--- src/rtl/uart_cmd_pkg.sv ---
// -----------------------------------------------------------------------------
// uart_cmd_pkg
// Shared types and constants for the remote command link endpoint.
//   cmd_state_t : command assembly FSM states (IDLE, WAIT_LO)
//   rx_state_t  : receiver bit-sampler states
//   FRAME_BITS  : start + 8 data + stop
//   half_bit()  : start-bit mid-sample offset for a given clocks-per-bit value
// -----------------------------------------------------------------------------
package uart_cmd_pkg;

  localparam int FRAME_BITS = 10;

  typedef enum logic {
    IDLE    = 1'b0,
    WAIT_LO = 1'b1
  } cmd_state_t;

  typedef enum logic [1:0] {
    RX_IDLE  = 2'd0,
    RX_START = 2'd1,
    RX_DATA  = 2'd2,
    RX_STOP  = 2'd3
  } rx_state_t;

  // Integer division on purpose: for odd divisors the start sample lands
  // half a clock early, which still sits well inside the start bit.
  function automatic int half_bit(input int baud_div);
    return baud_div / 2;
  endfunction

endpackage

--- src/rtl/uart_rx.sv ---
// -----------------------------------------------------------------------------
// uart_rx
// 8N1 UART receiver: double-flop synchronizer, start-edge detect, mid-bit
// sampling, stop-bit check.
//
// state    | meaning
// ---------+---------------------------------------------------------------
// RX_IDLE  | line idle, waiting for a falling edge on the synchronized RX
// RX_START | counting to the middle of the start bit; a 1 there is a glitch
// RX_DATA  | sampling 8 data bits LSB-first, one per BAUD_DIV clocks
// RX_STOP  | sampling the stop bit; 1 -> byte ready, 0 -> framing error
//
// Ports
//   i_clk        system clock
//   i_rst        synchronous active-high reset
//   i_rx         serial input, idle high, asynchronous to i_clk
//   o_rx_data    last good byte (valid with o_rx_rdy)
//   o_rx_rdy     one-cycle pulse: good byte received
//   o_frame_err  one-cycle pulse: stop bit sampled as 0, byte dropped
// -----------------------------------------------------------------------------
module uart_rx
  import uart_cmd_pkg::*;
#(
  parameter int BAUD_DIV = 2604
) (
  input  logic       i_clk,
  input  logic       i_rst,
  input  logic       i_rx,
  output logic [7:0] o_rx_data,
  output logic       o_rx_rdy,
  output logic       o_frame_err
);

  localparam int BAUD_W = (BAUD_DIV > 2) ? $clog2(BAUD_DIV) : 1;
  localparam logic [BAUD_W-1:0] BIT_RELOAD  = BAUD_W'(BAUD_DIV - 1);
  localparam logic [BAUD_W-1:0] HALF_RELOAD = BAUD_W'(half_bit(BAUD_DIV) - 1);

  rx_state_t         r_state;
  rx_state_t         w_next;
  logic              r_rx_s1;
  logic              r_rx_s2;
  logic              r_rx_prev;
  logic [BAUD_W-1:0] r_baud_cnt;
  logic [3:0]        r_bit_cnt;
  logic [7:0]        r_shift;
  logic [7:0]        r_rx_data;
  logic              r_rx_rdy;
  logic              r_frame_err;
  logic              w_tick;
  logic              w_stop_good;
  logic              w_stop_bad;

  assign w_tick = (r_baud_cnt == '0);

  always_ff @(posedge i_clk) begin
    if (i_rst) begin
      r_state <= RX_IDLE;
    end else begin
      r_state <= w_next;
    end
  end

  always_comb begin
    w_next      = r_state;
    w_stop_good = 1'b0;
    w_stop_bad  = 1'b0;
    case (r_state)
      RX_IDLE: begin
        if (r_rx_prev && !r_rx_s2) w_next = RX_START;
      end
      RX_START: begin
        if (w_tick) w_next = r_rx_s2 ? RX_IDLE : RX_DATA;
      end
      RX_DATA: begin
        if (w_tick && (r_bit_cnt == 4'd7)) w_next = RX_STOP;
      end
      RX_STOP: begin
        if (w_tick) begin
          w_next      = RX_IDLE;
          w_stop_good = r_rx_s2;
          w_stop_bad  = !r_rx_s2;
        end
      end
      default: w_next = RX_IDLE;
    endcase
  end

  always_ff @(posedge i_clk) begin
    if (i_rst) begin
      r_rx_s1     <= 1'b1;
      r_rx_s2     <= 1'b1;
      r_rx_prev   <= 1'b1;
      r_baud_cnt  <= '0;
      r_bit_cnt   <= '0;
      r_shift     <= '0;
      r_rx_data   <= '0;
      r_rx_rdy    <= 1'b0;
      r_frame_err <= 1'b0;
    end else begin
      r_rx_s1     <= i_rx;
      r_rx_s2     <= r_rx_s1;
      r_rx_prev   <= r_rx_s2;
      r_rx_rdy    <= w_stop_good;
      r_frame_err <= w_stop_bad;
      if (w_stop_good) r_rx_data <= r_shift;

      if (r_state == RX_IDLE) begin
        // Preloaded so the first count after the edge lands mid start bit.
        r_baud_cnt <= HALF_RELOAD;
        r_bit_cnt  <= '0;
      end else if (w_tick) begin
        r_baud_cnt <= BIT_RELOAD;
        if (r_state == RX_DATA) begin
          r_shift   <= {r_rx_s2, r_shift[7:1]};
          r_bit_cnt <= r_bit_cnt + 4'd1;
        end
      end else begin
        r_baud_cnt <= r_baud_cnt - BAUD_W'(1);
      end
    end
  end

  assign o_rx_data   = r_rx_data;
  assign o_rx_rdy    = r_rx_rdy;
  assign o_frame_err = r_frame_err;

endmodule

--- src/rtl/uart_cmd_wrapper.sv ---
// -----------------------------------------------------------------------------
// uart_cmd_wrapper
// Knight-side endpoint of the remote command link. Pairs received bytes
// (high then low) into 16-bit commands and serializes 8-bit responses.
//
// state   | meaning
// --------+------------------------------------------------------------------
// IDLE    | next received byte is a command high byte
// WAIT_LO | high byte held; next received byte completes the command
//
// Optional feature macro: CMD_TIMEOUT_EN
//   defined   : WAIT_LO gives up after TIMEOUT_CYC cycles without a low byte
//   undefined : WAIT_LO waits indefinitely, no timeout counter is built
//
// Ports
//   i_clk          system clock
//   i_rst          synchronous active-high reset
//   i_rx           serial input from host, idle high
//   o_tx           serial output to host, idle high
//   o_cmd          last assembled command {high, low}
//   o_cmd_rdy      sticky: new command valid on o_cmd
//   i_clr_cmd_rdy  consumer acknowledge, clears o_cmd_rdy
//   i_resp         response byte to send
//   i_trmt         one-cycle transmit request
//   o_tx_done      sticky: last response fully shifted out
//   o_frame_err    one-cycle pulse: received byte had a bad stop bit
// -----------------------------------------------------------------------------
module uart_cmd_wrapper
  import uart_cmd_pkg::*;
#(
  parameter int BAUD_DIV    = 2604,
  parameter int TIMEOUT_CYC = 1_000_000
) (
  input  logic        i_clk,
  input  logic        i_rst,
  input  logic        i_rx,
  output logic        o_tx,
  output logic [15:0] o_cmd,
  output logic        o_cmd_rdy,
  input  logic        i_clr_cmd_rdy,
  input  logic [7:0]  i_resp,
  input  logic        i_trmt,
  output logic        o_tx_done,
  output logic        o_frame_err
);

  localparam int BAUD_W = (BAUD_DIV > 2) ? $clog2(BAUD_DIV) : 1;
  localparam logic [BAUD_W-1:0] BIT_RELOAD = BAUD_W'(BAUD_DIV - 1);
  localparam logic [3:0]        LAST_BIT   = 4'(FRAME_BITS - 1);

  logic [7:0] w_rx_data;
  logic       w_rx_rdy;
  logic       w_frame_err;

  uart_rx #(
    .BAUD_DIV (BAUD_DIV)
  ) u_rx (
    .i_clk       (i_clk),
    .i_rst       (i_rst),
    .i_rx        (i_rx),
    .o_rx_data   (w_rx_data),
    .o_rx_rdy    (w_rx_rdy),
    .o_frame_err (w_frame_err)
  );

  // ---------------------------------------------------------------------------
  // Command assembly
  // ---------------------------------------------------------------------------
  cmd_state_t  r_state;
  cmd_state_t  w_next;
  logic [7:0]  r_hi;
  logic [15:0] r_cmd;
  logic        r_cmd_rdy;
  logic        w_latch_hi;
  logic        w_load_cmd;
  logic        w_timeout;

`ifdef CMD_TIMEOUT_EN
  localparam int TO_W = $clog2(TIMEOUT_CYC + 1);
  logic [TO_W-1:0] r_to_cnt;

  // Held at zero outside WAIT_LO, so it always starts from 0 on entry.
  always_ff @(posedge i_clk) begin
    if (i_rst) begin
      r_to_cnt <= '0;
    end else if (r_state != WAIT_LO) begin
      r_to_cnt <= '0;
    end else begin
      r_to_cnt <= r_to_cnt + TO_W'(1);
    end
  end

  assign w_timeout = (r_state == WAIT_LO) && (r_to_cnt == TO_W'(TIMEOUT_CYC));
`else
  assign w_timeout = 1'b0;
`endif

  always_ff @(posedge i_clk) begin
    if (i_rst) begin
      r_state <= IDLE;
    end else begin
      r_state <= w_next;
    end
  end

  always_comb begin
    w_next     = r_state;
    w_latch_hi = 1'b0;
    w_load_cmd = 1'b0;
    case (r_state)
      IDLE: begin
        if (w_rx_rdy) begin
          w_latch_hi = 1'b1;
          w_next     = WAIT_LO;
        end
      end
      WAIT_LO: begin
        // A low byte arriving on the timeout cycle still completes the command.
        if (w_rx_rdy) begin
          w_load_cmd = 1'b1;
          w_next     = IDLE;
        end else if (w_timeout) begin
          w_next = IDLE;
        end
      end
      default: w_next = IDLE;
    endcase
  end

  always_ff @(posedge i_clk) begin
    if (i_rst) begin
      r_hi      <= '0;
      r_cmd     <= '0;
      r_cmd_rdy <= 1'b0;
    end else begin
      if (w_latch_hi) r_hi  <= w_rx_data;
      if (w_load_cmd) r_cmd <= {r_hi, w_rx_data};
      // Set has priority over an acknowledge in the same cycle.
      if (w_load_cmd) begin
        r_cmd_rdy <= 1'b1;
      end else if (w_latch_hi || i_clr_cmd_rdy) begin
        r_cmd_rdy <= 1'b0;
      end
    end
  end

  // ---------------------------------------------------------------------------
  // Response serializer
  // ---------------------------------------------------------------------------
  logic              r_tx_busy;
  logic              r_tx;
  logic [8:0]        r_tx_shift;
  logic [BAUD_W-1:0] r_tx_baud;
  logic [3:0]        r_tx_bit;
  logic              r_tx_done;

  // The start bit goes straight to r_tx; r_tx_shift holds the remaining
  // data bits plus the stop bit, refilled with 1s as it drains.
  always_ff @(posedge i_clk) begin
    if (i_rst) begin
      r_tx_busy  <= 1'b0;
      r_tx       <= 1'b1;
      r_tx_shift <= '1;
      r_tx_baud  <= '0;
      r_tx_bit   <= '0;
      r_tx_done  <= 1'b0;
    end else if (!r_tx_busy) begin
      if (i_trmt) begin
        r_tx_busy  <= 1'b1;
        r_tx       <= 1'b0;
        r_tx_shift <= {1'b1, i_resp};
        r_tx_baud  <= BIT_RELOAD;
        r_tx_bit   <= '0;
        r_tx_done  <= 1'b0;
      end
    end else if (r_tx_baud != '0) begin
      r_tx_baud <= r_tx_baud - BAUD_W'(1);
    end else if (r_tx_bit == LAST_BIT) begin
      r_tx_busy <= 1'b0;
      r_tx      <= 1'b1;
      r_tx_done <= 1'b1;
    end else begin
      r_tx       <= r_tx_shift[0];
      r_tx_shift <= {1'b1, r_tx_shift[8:1]};
      r_tx_bit   <= r_tx_bit + 4'd1;
      r_tx_baud  <= BIT_RELOAD;
    end
  end

  assign o_tx        = r_tx;
  assign o_cmd       = r_cmd;
  assign o_cmd_rdy   = r_cmd_rdy;
  assign o_tx_done   = r_tx_done;
  assign o_frame_err = w_frame_err;

endmodule
--- config.mk ---
export PLATFORM = sky130hd
export DESIGN_NAME = uart_cmd_wrapper
export DESIGN_NICKNAME = d
export VERILOG_FILES = /design/src/rtl/uart_cmd_pkg.sv /design/src/rtl/uart_rx.sv /design/src/rtl/uart_cmd_wrapper.sv
export SDC_FILE = /design/constraint.sdc
export NUM_CORES = 1
export LEC_CHECK = 0
export CAP_MARGIN = 20
export CORE_MARGIN = 2
export CORE_UTILIZATION = 44
export DETAILED_ROUTE_END_ITERATION = 8
export PLACE_DENSITY_LB_ADDON = 0.1
export SKIP_CTS_REPAIR_TIMING = 1
export SYNTH_ARGS = -nofsm -noshare
export SYNTH_HDL_FRONTEND = slang
export SYNTH_SLANG_ARGS = --single-unit
--- constraint.sdc ---
create_clock -name i_clk -period 2.7 [get_ports i_clk]
set_input_delay 0.405 -clock i_clk [delete_from_list [all_inputs] [get_ports i_clk]]
set_output_delay 0.405 -clock i_clk [all_outputs]
set_load 0.05 [all_outputs]
== Word-level counts from Yosys, hierarchy flattened ==
Cells that the tools add are included.

* Output and inout port bits: 20
* Memories kept: 0
* Memory bits (read-only): 0
* Bits in latches: 0
* Flip-flop bits (word level): 93
* Bits in writable memories: 0

* $add $sub $neg: 4
* Shifts and indexed selects: 0
* Bitwise operators: 4
* Div/mod/pow operators: 0
* Reductions and logical operators: 19
* Eq/ne operators: 13
* Order comparisons: 0
* $mul: 0
* Muxes and demuxes: 40

{| class="wikitable"
|+ Operator list
! kind !! count
|-
| $mux 12 || 5
|-
| $mux 9 || 4
|-
| $sub 12x1->12 const B || 2
|-
| $mux 1 || 19
|-
| $mux 4 || 4
|-
| $logic_not 12->1 || 1
|-
| $reduce_bool 12->1 || 1
|-
| $mux 11 || 1
|-
| $mux 2 || 5
|-
| $ne 2x1->1 const B || 5
|-
| $reduce_and 3->1 || 3
|-
| $add 4x1->4 const B || 2
|-
| $pmux 2 s4 || 1
|-
| $reduce_and 2->1 || 3
|-
| $reduce_or 3->1 || 2
|-
| $eq 2x2->1 const B || 2
|-
| $eq 4x3->1 const B || 1
|-
| $eq 4x4->1 const B || 1
|-
| $ne 2x2->1 const B || 2
|-
| $not 1->1 || 4
|-
| $reduce_and 4->1 || 1
|-
| $reduce_bool 2->1 || 2
|-
| $ne 3x3->1 const B || 1
|-
| $eq 2x1->1 const B || 1
|-
| other kinds (6) || 7
|}

== Longest topological paths before layout ==
* Word-level depth: 5
* Gate-level depth with buffers: 7
* Mapped depth without buffers: 6

== By module ==
Synthesis repeated with hierarchy kept, for this count alone.

* Cell total of the unflattened synthesis: 413
* Area total of the unflattened synthesis: 3933.8 um^2

{| class="wikitable"
|+ Modules (own cells, without submodules)
! module !! area each (um^2) !! sequential area each (um^2) !! times used !! cells an instance
|-
| uart_cmd_wrapper || 2376.0 || 1061.0 || 1 || 256
|-
| uart_rx || 1557.7 || 780.7 || 1 || 157
|}

== Worst setup path before layout ==
OpenSTA, ideal clock, no wires.

* Path type: register to register
* Start point: reg u_rx.r_baud_cnt[0]
* End point: reg u_rx.r_bit_cnt[1]
* Stages on the path, launching flop included: 8
* Library setup time: 0.072 ns
* Arrival time: 1.658 ns
* Required time: 2.628 ns
* Slack: 0.970 ns
* Cells stage by stage: dfxtp_1 inv_1 ha_1 or4b_1 nor4_4 buf_6 nand4_1 a21oi_1

* Cells in the longest elaborated chain, start to end: 2

{| class="wikitable"
|+ Ends and longest elaborated chain
! element !! RTL line !! text
|-
| start, declared || uart_rx.sv:43 || <nowiki>logic [BAUD_W-1:0] r_baud_cnt;</nowiki>
|-
| start signal, assigned || uart_rx.sv:118 || <nowiki>r_baud_cnt <= r_baud_cnt - BAUD_W'(1);</nowiki>
|-
| $logic_not 12->1 || uart_rx.sv:53 || <nowiki>assign w_tick = (r_baud_cnt == '0);</nowiki>
|-
| $reduce_and 2->1 (no source line) || -- ||
|-
| end signal, assigned || uart_rx.sv:115 || <nowiki>r_bit_cnt <= r_bit_cnt + 4'd1;</nowiki>
|-
| end, declared || uart_rx.sv:44 || <nowiki>logic [3:0] r_bit_cnt;</nowiki>
|}

No other way between the ends.
A chain may end at the register's enable or synchronous reset.

== Final worst setup path ==
* Start point: reg r_tx_busy
* End point: reg r_tx_baud[4]

* Cells in the longest elaborated chain, start to end: 2
* Elaborated cells on any way between the ends: 4
* Classes of those cells: eq/ne (1); mux (1); reduce/logical (2)

{| class="wikitable"
|+ Ends and longest elaborated chain
! element !! RTL line !! text
|-
| start, declared || uart_cmd_wrapper.sv:150 || <nowiki>logic r_tx_busy;</nowiki>
|-
| start signal, assigned || uart_cmd_wrapper.sv:161 || <nowiki>r_tx_busy <= 1'b0;</nowiki>
|-
| start signal, assigned || uart_cmd_wrapper.sv:169 || <nowiki>r_tx_busy <= 1'b1;</nowiki>
|-
| start signal, assigned || uart_cmd_wrapper.sv:179 || <nowiki>r_tx_busy <= 1'b0;</nowiki>
|-
| $ne 3x3->1 (no source line) or $reduce_bool 2->1 (tied branches) || -- ||
|-
| $reduce_and 2->1 (no source line) || -- ||
|-
| end signal, assigned || uart_cmd_wrapper.sv:177 || <nowiki>r_tx_baud <= r_tx_baud - BAUD_W'(1);</nowiki>
|-
| end, declared || uart_cmd_wrapper.sv:153 || <nowiki>logic [BAUD_W-1:0] r_tx_baud;</nowiki>
|}

Several ways; a longest one is shown, not always the timed one.

==> results.ini <==
[drt]
vias = 3322
dr.pass1.iters = 4
wl_met2_mm = 4.394
vias_per_cell = 5.669
drt.antenna.violating_nets = 0
drtIter0Drc = 164
wl_met1_mm = 3.991
drt_wl_total_mm = 8.664
wl_per_cell_um = 14.78
top_layer = met4
drc_errors = 0
wl_met3_um = 224

[clock_tree]
clkSinkCount = 92
cts_tree = done
clockBufferDepth = 2
clk_pin_slew_ns = 0.09
cts_buffers = 9
htree_levels = 3
root_buffer = clkbuf_8
clkLatencyLatePin_ns = 0.35

[critical_path]
critical_path_class = register to register
startpoint_type = register
reg2reg_depth = 4
worstPathRequired_ns = 2.96
cp.arrival_ns = 2.48
setup.worst_path.end_class = register
crit_fanout = 20

[global_route]
grt_overflow = 0
first_global_vias = 3182
grt_max_degree = 85
grt_first_pass_wirelength_mm = 15.09
antenna_found_initial = 0
track_usage_pct = 18.38

[logic_synthesis]
ys_async_sr_fraction_pct = 0
synth_commonest_cells = dfxtp_1 (92), nor2_1 (54), a21oi_1 (33), mux2i_1 (32), o21ai_0 (30)
synth_seq_cells = 92
synth-edff-count = 0
netlist.area_leader.share_pct = 45.25
yosys_warnings = 0
syn_area_per_cell_um2 = 9.085
synth_area_leaders = dfxtp_1 (45%), mux2i_1 (7.9%), nor2_1 (5.0%), a21oi_1 (4.1%), o21ai_0 (3.7%)
synth_ff_type = dfxtp_1
synthesis.nets = 470
yosysMostFrequentCell = dfxtp_1
yosysSeqAreaShare_pct = 45.25
synth_top_area_cell = dfxtp_1
syn_inst = 448
yosysUniqueCellTypes = 60
netlist_area_um2 = 4070

[floorplan]
die_y_um = 100.2
rows = 35
core_um2 = 9109
initial_core_util_pct = 44.68
die_w_um = 100.2
num_io_pins = 33
die_area_um2 = 10040

[cells_and_area]
n_fill_cell = 875
antenna_cells = 0
nets = 492
drive_gt1_share_pct = 8.421
syn_to_final_growth_pct = 14.45
final_cell_count_no_fill = 586

[run]
drv_cap = 0

[timing]
max_slew_margin_pct = 41.21
finClkSkew_ns = 0.008008
rsz0062_at_grt = no
tightest_slew_ns = 0.8818
slew_violations = 0
setup_tns_ns = 0
fmax_mhz = 449.8
post-route-min-period_ns = 2.223
holdWs_ns = 0.4145
hold_violations = 0
finalSetupViolCount = 0
period_share_pct = 82.33

[pwr]
peakVddDrop_mv = 0.2832
power_density_nw_per_um2 = 572.1
p_leak_nw = 1.585
p_total_mw = 2.665

[placement]
io_buffers = 32
dp.cells = 570
hpwlAfterDp_mm = 5.777
place.gp.congestion = 0.7892

[worst_hold_path]
hp-class = register to register
holdPathStages = 1

[status]
status = finished clean

## power by group
part           total (mW)  internal [mW]  leakage [nW]  switching, mW
logic               0.275          0.115         0.740          0.160
registers            1.44           1.39         0.748         0.0472
clock network       0.949          0.439        0.0968          0.509
total                2.66           1.95          1.59          0.717
## area by class of cell
class	count	area [um2]	share of cell area, %
Multi-Input combinational cell	312	2042	43.84
Sequential cell	92	1842	39.54
Timing Repair Buffer	40	375.4	8.058
Tap cell	111	138.9	2.981
Clock buffer	9	123.9	2.659
Clock inverter	7	80.08	1.719
Inverter	15	56.30	1.209
## metal layers
layer  up-vias  track usage (%)
met3         6            4.039
li1       1685                -
met1      1584            23.86
met5         -                0
met4         0            4.215
met2        47            31.34
## through the flow
step | worst slack, ns | util, % | cell area [um2]
2_1_floorplan | 0.9700 | - | 4070
3_3_place_gp | 0.6365 | 48.90 | 4454
3_5_place_dp | 0.5680 | 48.90 | 4454
4_1_cts | 0.5200 | 51.14 | 4658
5_1_grt | 0.2452 | 51.14 | 4658
6_report | 0.4770 | 51.14 | 4658
## worst paths after layout
check | startpoint | end | slack [ns]
worst min register to register | u_rx.r_rx_s1 | u_rx.r_rx_s2 | 0.41
worst max-delay path | r_tx_busy | r_tx_baud[4] | 0.48
worst max register to register | r_tx_busy | r_tx_baud[4] | 0.48
worst min-delay path | u_rx.r_rx_s1 | u_rx.r_rx_s2 | 0.41
## cell usage in the layout (no fill, tap or decap), types with 9 or more instances in the layout
master,n
nor3_1,10
clkbuf_8,9
mux2i_1,32
inv_1,13
nor2_1,54
clkdlybuf4s50_1,31
dfxtp_1,92
ha_1,9
nand2_1,14
a21oi_1,33
nand4_1,21
a211oi_1,10
o21ai_0,30
## state kept, by name, summed over array words and instances, names as in the netlist, 4 cells and up, named ones only
| register | cells |
|---|---|
| r_tx_shift | 8 |
| u_rx.r_bit_cnt | 4 |
| u_rx.r_baud_cnt | 12 |
| r_hi | 8 |
| o_cmd | 16 |
| u_rx.r_shift | 8 |
| r_tx_bit | 4 |
| r_tx_baud | 12 |
| u_rx.o_rx_data | 8 |
## cell families after synthesis
group / share of synthesized area (%)
flops: 45.25
simple gates: 22.32
buf+inv: 4.580
xor+xnor: 1.291
mux: 7.870
compound gates: 15.92
fa+ha+maj: 2.767
## critical path, stage by stage, from the launching register on
cell and delay (ns):
dfxtp_1 0.72, nor3b_1 0.44, and4_1 0.44, a21oi_1 0.21, a311oi_1 0.31
Note: power is estimated with default switching activity, not from simulation.
